**src/rtl/uart_alu_pkg.sv**
```systemverilog
// Shared types and constants for the UART-to-ALU command bridge.
// Holds the FSM state encoding, default widths and the ALU opcode map.
package uart_alu_pkg;

    localparam int DATA_W_DEF  = 8;
    localparam int OP_W_DEF    = 6;
    localparam int TIMEOUT_DEF = 104166;

    typedef enum logic [2:0] {
        WAIT_A  = 3'd0,
        POP_A   = 3'd1,
        WAIT_B  = 3'd2,
        POP_B   = 3'd3,
        WAIT_OP = 3'd4,
        POP_OP  = 3'd5,
        EXEC    = 3'd6,
        SEND    = 3'd7
    } state_t;

    localparam logic [5:0] OP_ADD = 6'h20;
    localparam logic [5:0] OP_SUB = 6'h22;
    localparam logic [5:0] OP_AND = 6'h24;
    localparam logic [5:0] OP_OR  = 6'h25;
    localparam logic [5:0] OP_XOR = 6'h26;
    localparam logic [5:0] OP_NOR = 6'h27;
    localparam logic [5:0] OP_SRA = 6'h03;
    localparam logic [5:0] OP_SRL = 6'h02;

    // States in which the inter-byte timeout is armed.
    function automatic logic in_gap(state_t s);
        return (s == WAIT_B) || (s == WAIT_OP);
    endfunction

endpackage

```
**src/rtl/uart_alu_interface_frame_timer.sv**
```systemverilog
// Clearable up-counter that saturates at TERMINAL-1; expired is combinational
// while enabled at the terminal count. No backpressure.
module frame_timer #(
    parameter int TERMINAL = 16
) (
    input  logic clk,
    input  logic reset,
    input  logic clear,
    input  logic en,
    output logic expired
);

    localparam int W = (TERMINAL > 1) ? $clog2(TERMINAL) : 1;
    localparam logic [W-1:0] LAST = W'(TERMINAL - 1);

    logic [W-1:0] count;

    always_ff @(posedge clk or negedge reset) begin
        if (!reset) begin
            count <= '0;
        end else if (clear) begin
            count <= '0;
        end else if (en && (count != LAST)) begin
            count <= count + 1'b1;
        end
    end

    assign expired = en && (count == LAST);

endmodule

```
**src/rtl/uart_alu_interface.sv**
```systemverilog
// Collects A, B, opcode bytes from the UART RX FIFO, runs the external ALU and pushes
// the result; wr_uart follows the opcode pop by 2 cycles, SEND stalls indefinitely on tx_full.
module uart_alu_interface
    import uart_alu_pkg::*;
#(
    parameter int DATA_W         = DATA_W_DEF,
    parameter int OP_W           = OP_W_DEF,
    parameter int TIMEOUT_CYCLES = TIMEOUT_DEF
) (
    input  logic              clk,
    input  logic              reset,
    input  logic              rx_empty,
    input  logic [DATA_W-1:0] r_data,
    input  logic              tx_full,
    input  logic [DATA_W-1:0] alu_result,
    output logic              rd_uart,
    output logic              wr_uart,
    output logic [DATA_W-1:0] w_data,
    output logic [DATA_W-1:0] alu_a,
    output logic [DATA_W-1:0] alu_b,
    output logic [OP_W-1:0]   alu_op,
    output logic              busy,
    output logic              frame_err
);

    state_t state;
    logic   expired;

    frame_timer #(
        .TERMINAL (TIMEOUT_CYCLES)
    ) u_timer (
        .clk     (clk),
        .reset   (reset),
        .clear   ((state == POP_A) || (state == POP_B)),
        .en      (in_gap(state)),
        .expired (expired)
    );

    always_ff @(posedge clk or negedge reset) begin
        if (!reset) begin
            state     <= WAIT_A;
            rd_uart   <= 1'b0;
            wr_uart   <= 1'b0;
            w_data    <= '0;
            alu_a     <= '0;
            alu_b     <= '0;
            alu_op    <= '0;
            busy      <= 1'b0;
            frame_err <= 1'b0;
        end else begin
            rd_uart   <= 1'b0;
            wr_uart   <= 1'b0;
            frame_err <= 1'b0;
            case (state)
                WAIT_A: begin
                    if (!rx_empty) begin
                        alu_a   <= r_data;
                        rd_uart <= 1'b1;
                        busy    <= 1'b1;
                        state   <= POP_A;
                    end
                end
                POP_A: state <= WAIT_B;
                WAIT_B: begin
                    // A byte arriving in the expiring cycle wins over the timeout.
                    if (!rx_empty) begin
                        alu_b   <= r_data;
                        rd_uart <= 1'b1;
                        state   <= POP_B;
                    end else if (expired) begin
                        frame_err <= 1'b1;
                        busy      <= 1'b0;
                        state     <= WAIT_A;
                    end
                end
                POP_B: state <= WAIT_OP;
                WAIT_OP: begin
                    if (!rx_empty) begin
                        alu_op  <= r_data[OP_W-1:0];
                        rd_uart <= 1'b1;
                        state   <= POP_OP;
                    end else if (expired) begin
                        frame_err <= 1'b1;
                        busy      <= 1'b0;
                        state     <= WAIT_A;
                    end
                end
                POP_OP: state <= EXEC;
                EXEC: begin
                    // tx_full sampled here lets the push land in the first SEND cycle.
                    w_data  <= alu_result;
                    wr_uart <= !tx_full;
                    state   <= SEND;
                end
                SEND: begin
                    if (wr_uart) begin
                        busy  <= 1'b0;
                        state <= WAIT_A;
                    end else if (!tx_full) begin
                        wr_uart <= 1'b1;
                    end
                end
                default: begin
                    busy  <= 1'b0;
                    state <= WAIT_A;
                end
            endcase
        end
    end

endmodule

```
**config.mk**
```make
export PLATFORM = sky130hd
export DESIGN_NAME = uart_alu_interface
export DESIGN_NICKNAME = d
export VERILOG_FILES = /design/src/rtl/uart_alu_pkg.sv /design/src/rtl/uart_alu_interface_frame_timer.sv /design/src/rtl/uart_alu_interface.sv
export SDC_FILE = /design/constraint.sdc
export NUM_CORES = 1
export LEC_CHECK = 0
export CAP_MARGIN = 20
export CORE_MARGIN = 3
export CORE_UTILIZATION = 51
export DETAILED_ROUTE_END_ITERATION = 8
export HOLD_SLACK_MARGIN = 0.03
export PLACE_DENSITY = 0.85
export SLEW_MARGIN = 15
export SYNTH_ARGS = -nofsm -noshare
export SYNTH_HDL_FRONTEND = slang
export SYNTH_SLANG_ARGS = --single-unit
```
**constraint.sdc**
```tcl
create_clock -name clk -period 3.8 [get_ports clk]
set_clock_uncertainty 0.05 [all_clocks]
set_input_delay 0.76 -clock clk [delete_from_list [all_inputs] [get_ports clk]]
set_output_delay 0.76 -clock clk [all_outputs]
set_load 0.01 [all_outputs]
```
### Yosys cells after proc, flatten, opt, wreduce, memory -nomap -nowiden

Cells that the tools add are included.

* flip-flop bits (word level): 54
* logic and storage cells: 61
* bits of input ports: 20
* output and inout bits: 34
* memory bits (writable): 0
* memories: 0
* bits in latches: 0
* bits in read-only memories: 0

* mux-type cells: 21
* shift-type cells: 0
* $lt $le $gt $ge: 0
* div/mod/pow operators: 0
* eq/ne operators: 13
* bitwise logic cells: 1
* add/subtract/negate cells: 1
* reduce and logical (&&, ||, !) cells: 15
* $mul: 0

Operators with widths (number)
* 2-to-1 mux 17 bit: 2
* one-hot mux 3 bit (8 select lines): 1
* adder 17 x 1 -> 17 bit, second input constant: 1
* == test 17 bit, second input constant: 1
* != test 17 bit, second input constant: 1
* 2-to-1 mux 3 bit: 5
* == test 3 bit, second input constant: 4
* 2-to-1 mux 1 bit: 11
* AND reduction 2 bit: 4
* == test 3 x 2 -> 1 bit, second input constant: 2
* AND reduction 5 bit: 1
* != test 2 x 1 -> 1 bit, second input constant: 2
* != test 2 bit, second input constant: 2
* == test 3 x 1 -> 1 bit, second input constant: 1
* zero test 3 bit: 1
* one-hot mux 1 bit (3 select lines): 1
* nonzero test 3 bit: 1
* OR reduction 3 bit: 1
* logical AND 1 bit: 2
* logical OR 1 bit: 2
* one-hot mux 1 bit (2 select lines): 1
* nonzero test 2 bit: 1
* OR reduction 2 bit: 1
* zero test 1 bit: 1
* NOT 1 bit: 1

### Depth between registers and ports, before layout

Gate-level depths: netlist (run 1).

* depth in word-level cells: 6
* depth in mapped cells: 6
* depth with buffers taken out: 6

### Modules after synthesis

From an unflattened synthesis (run 1), not the netlist that was laid out.

* cells, all modules: 199
* area, all modules: 2444.8 sq um

Modules (own cells, without submodules)
* uart_alu_interface: times used 1, area an instance 1492.7 sq um, cells an instance 97
* frame_timer: times used 1, area an instance 952.2 sq um, cells an instance 102

### Worst setup path before layout (run 1)

OpenSTA, ideal clock, no wires.

* path kind: input port to flip-flop
* start: input rx_empty
* end: register alu_op[0]
* data required time: 3.625 ns
* stages on the path: 3
* setup time: 0.125 ns
* setup slack: 1.800 ns
* arrival: 1.825 ns
* path through: clkbuf_1 nor4b_2 mux2_2

* cells in the longest elaborated chain, start to end: 2

Ends and longest elaborated chain
* from (decl): line uart_alu_interface.sv:12 `input logic rx_empty,`
* NOT 1 bit (no source line)
* AND reduction 2 bit (no source line)
* to (signal assigned): line uart_alu_interface.sv:79 `alu_op <= r_data[OP_W-1:0];`
* to (decl): line uart_alu_interface.sv:21 `output logic [OP_W-1:0] alu_op,`

No other way between the ends.
A chain may end at the register's enable or synchronous reset.

### Final worst setup path (run 1)

* start: input rx_empty
* end: register alu_b[2]

* cells in the longest elaborated chain, start to end: 2

Ends and longest elaborated chain
* NOT 1 bit (no source line)
* AND reduction 2 bit (no source line)
* to (signal assigned): line uart_alu_interface.sv:67 `alu_b <= r_data;`
* to (decl): line uart_alu_interface.sv:20 `output logic [DATA_W-1:0] alu_b,`

No other way between the ends.

==> flow_summary.json, run 1 <==
{
  "relSlewSlack_pct": 45.0,
  "root_buffer": "clkbuf_8",
  "wl_mm": 5.19,
  "netlist_area_um2": 2460,
  "crit_chain": "clkdlybuf4s50_1 > nor3_2 > mux2_2",
  "gp_congestion": 0.841,
  "syn_nets": 225,
  "remaining_drc_errors": 0,
  "start_kind": "input port",
  "maxCapViolations": 0,
  "die-height_um": 75.5,
  "die_w_um": 75.5,
  "fin_ws_ns": 1.51,
  "core_area_um2": 4500,
  "synth-edff-count": 0,
  "drv_slew": 0,
  "finalCritPeriodShare_pct": 60.1,
  "cts_tree": "yes",
  "grt_util_all_layers_pct": 20.0,
  "grt_max_degree": 37,
  "ys.flop_type": "dfrtp_1",
  "ys_seq_area_share_pct": 54.9,
  "drive_above_1_share_pct": 18.0,
  "hold_buffers": 0,
  "critPathBufInv": 1,
  "start_util_pct": 54.7,
  "period_minus_slack_ns": 2.29,
  "antenna_found_initial": 0,
  "wl_per_cell_um": 16.8,
  "fin_setup_tns_ns": 0,
  "crit_type": "in -> reg",
  "syn-mean-instance-area_um2": 12.1,
  "slowest_stage": "nor3_2",
  "pre_cts_ws_ns": 1.19,
  "placed_area_um2": 3020,
  "synthCells": 203,
  "final_antenna_net_count": 0,
  "leakage_nw": 1.34,
  "design_area_um2": 3130,
  "numPortBuffers": 53,
  "grt_pass1_vias": 1819,
  "clk_path_buf_depth": 2,
  "finalHoldViolations": 0,
  "fillerInstances": 324,
  "async_flop_share_pct": 100,
  "area_delta_synth_final_pct": 26.9,
  "critPathMaxStageDelay_ns": 0.65,
  "min_path_type": "reg -> reg",
  "num_vias": 1761,
  "setup_viol": 0,
  "status": "completed",
  "cp_top_family": "simple AND/OR/NAND/NOR gates",
  "critical_path.max_fanout": 8,
  "endpoint_kind": "register",
  "max_freq_mhz": 438,
  "hpwlAfterDp_mm": 3.82,
  "peakVddDrop_mv": 0.466,
  "required_ns": 3.94,
  "yosys_warnings": 0,
  "pin_count": 54,
  "critPathArrivalTime_ns": 2.42,
  "postCtsSetupRepairBufs": 0,
  "tightest_slew_ns": 0.824,
  "cts_resized": 0,
  "final_net_count": 277,
  "ys_types": 43,
  "cts_htree_levels": 2,
  "power_density_nw_per_um2": 711,
  "detail_route.vias_per_cell": 5.72,
  "grt-ovfl-total": 0,
  "clk_pin_slew_ns": 0.10,
  "n_antenna_cell": 0,
  "cts_buffers": 5,
  "clk_latency_ns": 0.30,
  "die_area_um2": 5700,
  "drtPass1Iterations": 4,
  "first_iter_violations": 153,
  "rsz0062_at_grt": "false",
  "ys_seq_elements": 54,
  "rows": 24,
  "grt_pass1_wl_mm": 8.58,
  "clock_sinks": 54
}
## layer usage
metal | routed length, um | track usage [%]
met3 | 457 | 8.97
met2 | 2440 | 30.8
met4 | 37 | 5.44
met5 | 0 | 0
met1 | 2250 | 25.9
## state kept, by name (all words and copies together) (netlist names)
signal         count
w_data             8
alu_op             6
state              3
alu_b              8
alu_a              8
u_timer.count     17
busy               1
rd_uart            1
frame_err          1
wr_uart            1
## worst paths after layout
path,start,to,slack [ns],depth (start not counted)
min reg2reg,w_data[6],w_data[6],0.46,1
max reg2reg,state[0],u_timer.count[11],1.78,3
min in group asynchronous,reset,u_timer.count[10],0.49,1
max in group asynchronous,reset,u_timer.count[1],2.45,2
min,w_data[6],w_data[6],0.46,1
max,rx_empty,alu_b[2],1.51,3
## cells by family (layout without fill, tap and decap cells)
kind of cell / Yosys count / after routing / synth area share [%]
XOR/XNOR: 6 / 6 / 2.44
AO/OA/AOI/OAI: 29 / 29 / 6.96
AND/OR/NAND/NOR: 65 / 65 / 17.0
flip-flops: 54 / 54 / 54.9
multiplexers: 34 / 34 / 15.3
adder cells (fa/ha/maj): 2 / 2 / 1.02
buffers and inverters: 13 / 66 / 2.44
## layout make-up
cell class | instances | area [um^2] | area share, %
Clock buffer | 6 | 72.6 | 2.32
Clock inverter | 2 | 37.5 | 1.20
Inverter | 4 | 15.0 | 0.480
Multi-Input combinational cell | 136 | 1050 | 33.7
Sequential cell | 54 | 1350 | 43.2
Tap cell | 52 | 65.1 | 2.08
Timing Repair Buffer | 54 | 533 | 17.0
## power breakdown
group | internal, mW | switching (mW) | leakage [nW] | total [mW]
clock network | 0.197 | 0.180 | 0.0514 | 0.377
logic | 0.538 | 0.355 | 0.611 | 0.892
registers | 0.775 | 0.179 | 0.682 | 0.954
## worst reg2reg max path, delay by kind of cell (launching register included)
family	cells	cell delay [ns]
and+or+nand+nor	2	0.83
DFF	1	0.78
AOI/OAI and AO/OA	1	0.26
## cell usage after synthesis (2+ instances only)
library cell  instances  area share, %
a211oi_1              2           0.61
a21oi_1              11            2.2
a31oi_1               2           0.51
and3_1                5            1.3
and4_1                2           0.71
and4b_1               2           0.81
buf_2                 3           0.61
buf_4                 2           0.61
clkbuf_1              4           0.61
dfrtp_1              54             55
ha_1                  2            1.0
inv_1                 4           0.61
mux2_2               30             14
mux2i_1               4            1.6
nand2_1              12            1.8
nand2b_1              6            1.5
nand4_1               7            1.8
nor2_1                7            1.1
nor2b_1               3           0.76
o21ai_0               8            1.6
o31ai_1               2           0.61
or3_1                 6            1.5
or4_1                 2           0.61
xnor2_1               3            1.1
xor2_1                2           0.71
## cell usage in the layout, fill, tap and decap left out, types with 2 or more instances in the layout
master,netlist,layout
dfrtp_1,54,54
clkdlybuf4s50_1,0,52
mux2_2,30,30
nand2_1,12,12
a21oi_1,11,11
o21ai_0,8,8
nand4_1,7,7
nor2_1,7,7
nand2b_1,6,6
or3_1,6,6
and3_1,5,5
clkbuf_8,0,5
inv_1,4,4
mux2i_1,4,4
nor2b_1,3,3
xnor2_1,3,3
and4_1,2,2
and4b_1,2,2
a211oi_1,2,2
o31ai_1,2,2
or4_1,2,2
a31oi_1,2,2
xor2_1,2,2
ha_1,2,2
## stage by stage
stage	cells	hold slack (ns)	power (mW)	utilization, %
after CTS	308	0.465	2.25	69.4
final	308	0.465	2.22	69.4
after floorplan	203	0.414	1.39	-
after detailed placement	300	0.445	1.86	67.0
after global routing	308	0.485	2.36	69.4
after global placement	300	0.437	1.83	67.0
(Power assumes the default switching activity.)
==> run 2: changes to the inputs <==
--- a/config.mk
+++ b/config.mk
@@ -7,10 +7,10 @@
 export LEC_CHECK = 0
 export CAP_MARGIN = 20
 export CORE_MARGIN = 3
-export CORE_UTILIZATION = 51
+export CORE_UTILIZATION = 50
 export DETAILED_ROUTE_END_ITERATION = 8
 export HOLD_SLACK_MARGIN = 0.03
-export PLACE_DENSITY = 0.85
+export PLACE_DENSITY = 0.84
 export SLEW_MARGIN = 15
 export SYNTH_ARGS = -nofsm -noshare
 export SYNTH_HDL_FRONTEND = slang
==> constraint.sdc (replaced) <==
create_clock -name clk -period 2.32 [get_ports clk]
set_clock_uncertainty 0.05 [all_clocks]
set_input_delay 0.464 -clock clk [delete_from_list [all_inputs] [get_ports clk]]
set_output_delay 0.464 -clock clk [all_outputs]
set_load 0.01 [all_outputs]
==> flow_summary.json, run 2 (synthesis results as in run 1) <==
{
  "switchingPower_mw": 1.19,
  "layout_commonest_cell": "dfrtp_1",
  "drv_slew": 0,
  "placed_area_um2": 3080,
  "core_area_um2": 4560,
  "fin_cells": 326,
  "finalHoldViolations": 0,
  "critical_path.max_fanout": 11,
  "endpoint_kind": "register",
  "cts_tree": "yes",
  "fin_setup_tns_ns": 0,
  "remaining_drc_errors": 0,
  "first_iter_violations": 89,
  "clock_sinks": 54,
  "rows": 24,
  "maxCapViolations": 0,
  "area_delta_synth_final_pct": 30.1,
  "finalCritPeriodShare_pct": 82.8,
  "p_int_mw": 2.53,
  "worstReg2RegEnd": "u_timer.count[16]",
  "min_path_type": "in -> async",
  "antenna_found_initial": 0,
  "die_w_um": 76.2,
  "setup_viol": 0,
  "n_antenna_cell": 0,
  "regMostFlops": "u_timer.count",
  "grt_max_degree": 55,
  "gp_congestion": 0.840,
  "grt_util_all_layers_pct": 19.0,
  "rsz0062_at_grt": "false",
  "clk_latency_ns": 0.31,
  "pin_count": 54,
  "critPathArrivalTime_ns": 2.10,
  "die_area_um2": 5810,
  "clock_power_share_pct": 17.9,
  "leakage_nw": 1.39,
  "status": "completed",
  "die-height_um": 76.2,
  "wl_mm": 5.20,
  "reg2reg_setup_slack_ns": 0.40,
  "cts_resized": 0,
  "final_antenna_net_count": 0,
  "seq_power_share_pct": 40.9,
  "cts_htree_levels": 2,
  "dp_cells": 318,
  "clk_path_buf_depth": 2,
  "tightest_slew_ns": 0.486,
  "relSlewSlack_pct": 67.6,
  "crit_type": "reg -> reg",
  "combPwrFrac_pct": 41.2,
  "grt_pass1_wl_mm": 8.95,
  "postCtsSetupRepairBufs": 0,
  "layout_common_cells": "54 x dfrtp_1, 52 x clkdlybuf4s50_1, 30 x mux2_2, 12 x nand2_1, 11 x a21oi_1",
  "fillerInstances": 338,
  "drive_above_1_share_pct": 19.9,
  "grt-ovfl-total": 0,
  "p_total_mw": 3.73,
  "grt_pass1_vias": 1851,
  "wl_per_cell_um": 16.0,
  "period_minus_slack_ns": 1.92,
  "root_buffer": "clkbuf_8",
  "num_vias": 1795,
  "design_area_um2": 3200,
  "max_freq_mhz": 521,
  "final_net_count": 282,
  "rr_startpoint": "state[1]",
  "hpwlAfterDp_mm": 3.72,
  "largest_reg_flops": 17,
  "reg2reg_depth": 4,
  "start_kind": "register",
  "peakVddDrop_mv": 0.781,
  "start_util_pct": 54.0,
  "clk_pin_slew_ns": 0.10,
  "power_density_nw_per_um2": 1160,
  "hold_buffers": 0,
  "required_ns": 2.50,
  "drtPass1Iterations": 4,
  "cts_buffers": 5,
  "p_sw_share_pct": 32.1,
  "numPortBuffers": 53,
  "detail_route.vias_per_cell": 5.51,
  "final_core_util_pct": 70.2
}
==> run 2: changes by cell type in the layout (fill, tap and decap cells not counted), sizes merged <==
cell and delta:
inv +1, clkinvlp -1, buf +5
==> run 2: worst max-delay path, stage by stage, from the launching register on <==
cell and delay, ns:
dfrtp_1 0.65, xor2_2 0.27, nand4_2 0.26, or4_1 0.45
a21oi_1 0.16
==> run 2: power by group through the flow <==
stage	Sequential, mW	Combinational, mW	Clock, mW
4_1_cts	1.52	1.55	0.682
5_1_grt	1.57	1.67	0.717
3_5_place_dp	1.54	1.54	0
2_1_floorplan	1.60	0.685	0
3_3_place_gp	1.51	1.51	0
6_report	1.53	1.53	0.666
==> run 2: through the flow <==
stage          hold slack, ns  worst slack, ns
3_5_place_dp            0.430            0.266
5_1_grt                 0.100            0.246
4_1_cts                0.0923            0.372
2_1_floorplan           0.118            0.616
6_report               0.0862            0.399
3_3_place_gp            0.430            0.332
==> run 2: area by class of cell <==
class                   count  area (um^2)  share of cell area (%)
well taps                  65         81.3                    2.54
flip-flops and latches     54         1350                    42.2
multi-input cells         136         1050                    32.8
clock buffers               6         82.6                    2.58
inverters                   4         15.0                   0.469
repair buffers             59          583                    18.2
clock inverters             2         38.8                    1.21
==> run 2: layer usage <==
| layer | up-vias | routed length (um) | global-route usage [%] |
|---|---|---|---|
| met5 | - | 0 | 0 |
| met4 | 0 | 72 | 5.98 |
| met3 | 12 | 393 | 6.15 |
| met2 | 65 | 2480 | 30.8 |
| met1 | 871 | 2250 | 24.4 |
| li1 | 847 | - | - |
==> run 2: how the worst max path moves through the flow <==
stage,from,to,slack (ns),cells past startpoint
final,state[1],u_timer.count[16],0.40,4
after global routing,state[1],u_timer.count[13],0.25,4
after CTS,state[1],u_timer.count[16],0.37,4
after detailed placement,rx_empty,alu_op[4],0.27,4
after global placement,rx_empty,alu_op[2],0.33,4
after floorplan,rx_empty,alu_op[0],0.62,3
==> edit, RTL diff (config.mk and constraints of run 2) <==
The 8 states of `state_t` get a one-hot encoding in 8 bits.
--- a/src/rtl/uart_alu_pkg.sv
+++ b/src/rtl/uart_alu_pkg.sv
@@ -6,15 +6,15 @@
     localparam int OP_W_DEF    = 6;
     localparam int TIMEOUT_DEF = 104166;
 
-    typedef enum logic [2:0] {
-        WAIT_A  = 3'd0,
-        POP_A   = 3'd1,
-        WAIT_B  = 3'd2,
-        POP_B   = 3'd3,
-        WAIT_OP = 3'd4,
-        POP_OP  = 3'd5,
-        EXEC    = 3'd6,
-        SEND    = 3'd7
+    typedef enum logic [7:0] {
+        WAIT_A  = 8'b00000001,
+        POP_A   = 8'b00000010,
+        WAIT_B  = 8'b00000100,
+        POP_B   = 8'b00001000,
+        WAIT_OP = 8'b00010000,
+        POP_OP  = 8'b00100000,
+        EXEC    = 8'b01000000,
+        SEND    = 8'b10000000
     } state_t;
 
     localparam logic [5:0] OP_ADD = 6'h20;
Behaviour: same outputs for any inputs over 10 cycles, from zero or initial values and one cycle with reset low; not proved beyond that.
==> edit against run 2 <==
Design area grew 14%. Area after synthesis grew 16%. Total power shrank 6.8%. Worst setup slack lost 0.31 ns. Sequential cell count grew 5. Sequential share of layout area shrank 1.8 points. Wire length grew 23%. Critical path depth shrank 1.
==> edit: results <==
set metrics [dict create \
    status "finished clean" \
    reg2reg_from "state[5]" \
    post_cts_buffers 0 \
    grt_use_met2 0.327 \
    criticalPathCategory "flip-flop to flip-flop" \
    final_net_count 328 \
    worstPathMaxFanout 8 \
    r2r_cells 3 \
    synth_area_leaders "dfrtp_1 51%, mux2_2 8.7%, mux2_4 4.2%, nor2_1 2.5%, xnor2_1 2.2%" \
    syn-num-nets 266 \
    hpwl_mm 4.64 \
    cts_root_buffer "clkbuf_8" \
    netlist_top_cells_count "58 x dfrtp_1, 22 x mux2_2, 19 x nor2_1" \
    met3_usage 0.0362 \
    h-tree-depth 3 \
    clk_latency_ns 0.34 \
    ys.flop_type "dfrtp_1" \
    r2r_slack_ns 0.09 \
    critPathCapture "w_data[3]" \
    ys_seq_area_frac 0.519 \
    cpPeakStageDelay_ns 0.77 \
    grt_pass1_wl_mm 10.3 \
    via_count 2088 \
    slew_headroom 0.532 \
    grtUsageTotal 0.209 \
    crit_family "simple AND/OR/NAND/NOR gates" \
    synth.distinct_cells 45 \
    fin_hold_ws_ns 0.0446 \
    place.gp.congestion 0.889 \
    grt_use_met1 0.280 \
    clkTransAtPathRegs_ns 0.08 \
    finalSetupViolations 0 \
    vdd_drop_max_mv 0.656 \
    hold_viol_final 0 \
    drt_iter0_markers 104 \
    async_reset_ff_frac 1.00 \
    power.leakage_nw 1.62 \
    drt-wirelength-per-cell_um 16.8 \
    drtPass1Iterations 4 \
    yosysWarnings 0 \
    grt_max_degree 38 \
    arrival_ns 2.41 \
    crit_slowest_cell "or4b_1" \
    ctsResizeCount 0 \
    fillers 393 \
    cts_buffers 9 \
    drive_above_1_share 0.219 \
]
edit: changes by cell type after synthesis, sizes merged, moves of 3 or more:
cell | before | now
a21oi | 11 | 6
xnor2 | 3 | 7
nand2 | 12 | 16
o21ai | 8 | 12
nand2b | 6 | 0
nand4 | 8 | 5
nand3b | 0 | 5
nand3 | 1 | 13
mux2i | 4 | 1
nor4 | 2 | 10
nor2 | 7 | 19
nor3 | 2 | 5
dfrtp | 54 | 58
edit: kinds of logic after synthesis:
kind of cell	after synthesis	synth area share
buffers and inverters	14	0.0329
AND/OR/NAND/NOR	103	0.224
adder cells (fa/ha/maj)	2	0.00878
flip-flops	59	0.519
XOR/XNOR	11	0.0338
AO/OA/AOI/OAI	24	0.0492
multiplexers	31	0.133
edit: final cells by class:
class	count	area share
flip-flops and latches	59	0.403
clock buffers	10	0.0376
inverters	5	0.00512
multi-input cells	171	0.349
repair buffers	60	0.161
clock inverters	6	0.0198
well taps	70	0.0239
edit: per-stage QoR:
stage	utilization	total power [mW]	area (µm²)	worst slack, ns	std cells
2_1_floorplan	-	1.94	2850	0.298	244
3_3_place_gp	0.651	2.45	3450	0.147	365
3_5_place_dp	0.651	2.50	3450	0.111	365
4_1_cts	0.691	3.48	3660	0.0959	381
5_1_grt	0.691	3.65	3660	0.0310	381
6_report	0.691	3.47	3660	0.0865	381
edit: where the power goes:
group	total (mW)	leakage (nW)	switching, mW	internal (mW)
combinational	1.08	0.741	0.484	0.597
clock	0.993	0.103	0.457	0.536
sequential	1.40	0.771	0.150	1.25
edit: routing by layer:
layer / part of all wire / vias up
met3: 0.034 / 9
met4: 0.018 / 0
met1: 0.45 / 1018
li1: - / 1011
met5: 0 / -
met2: 0.50 / 50
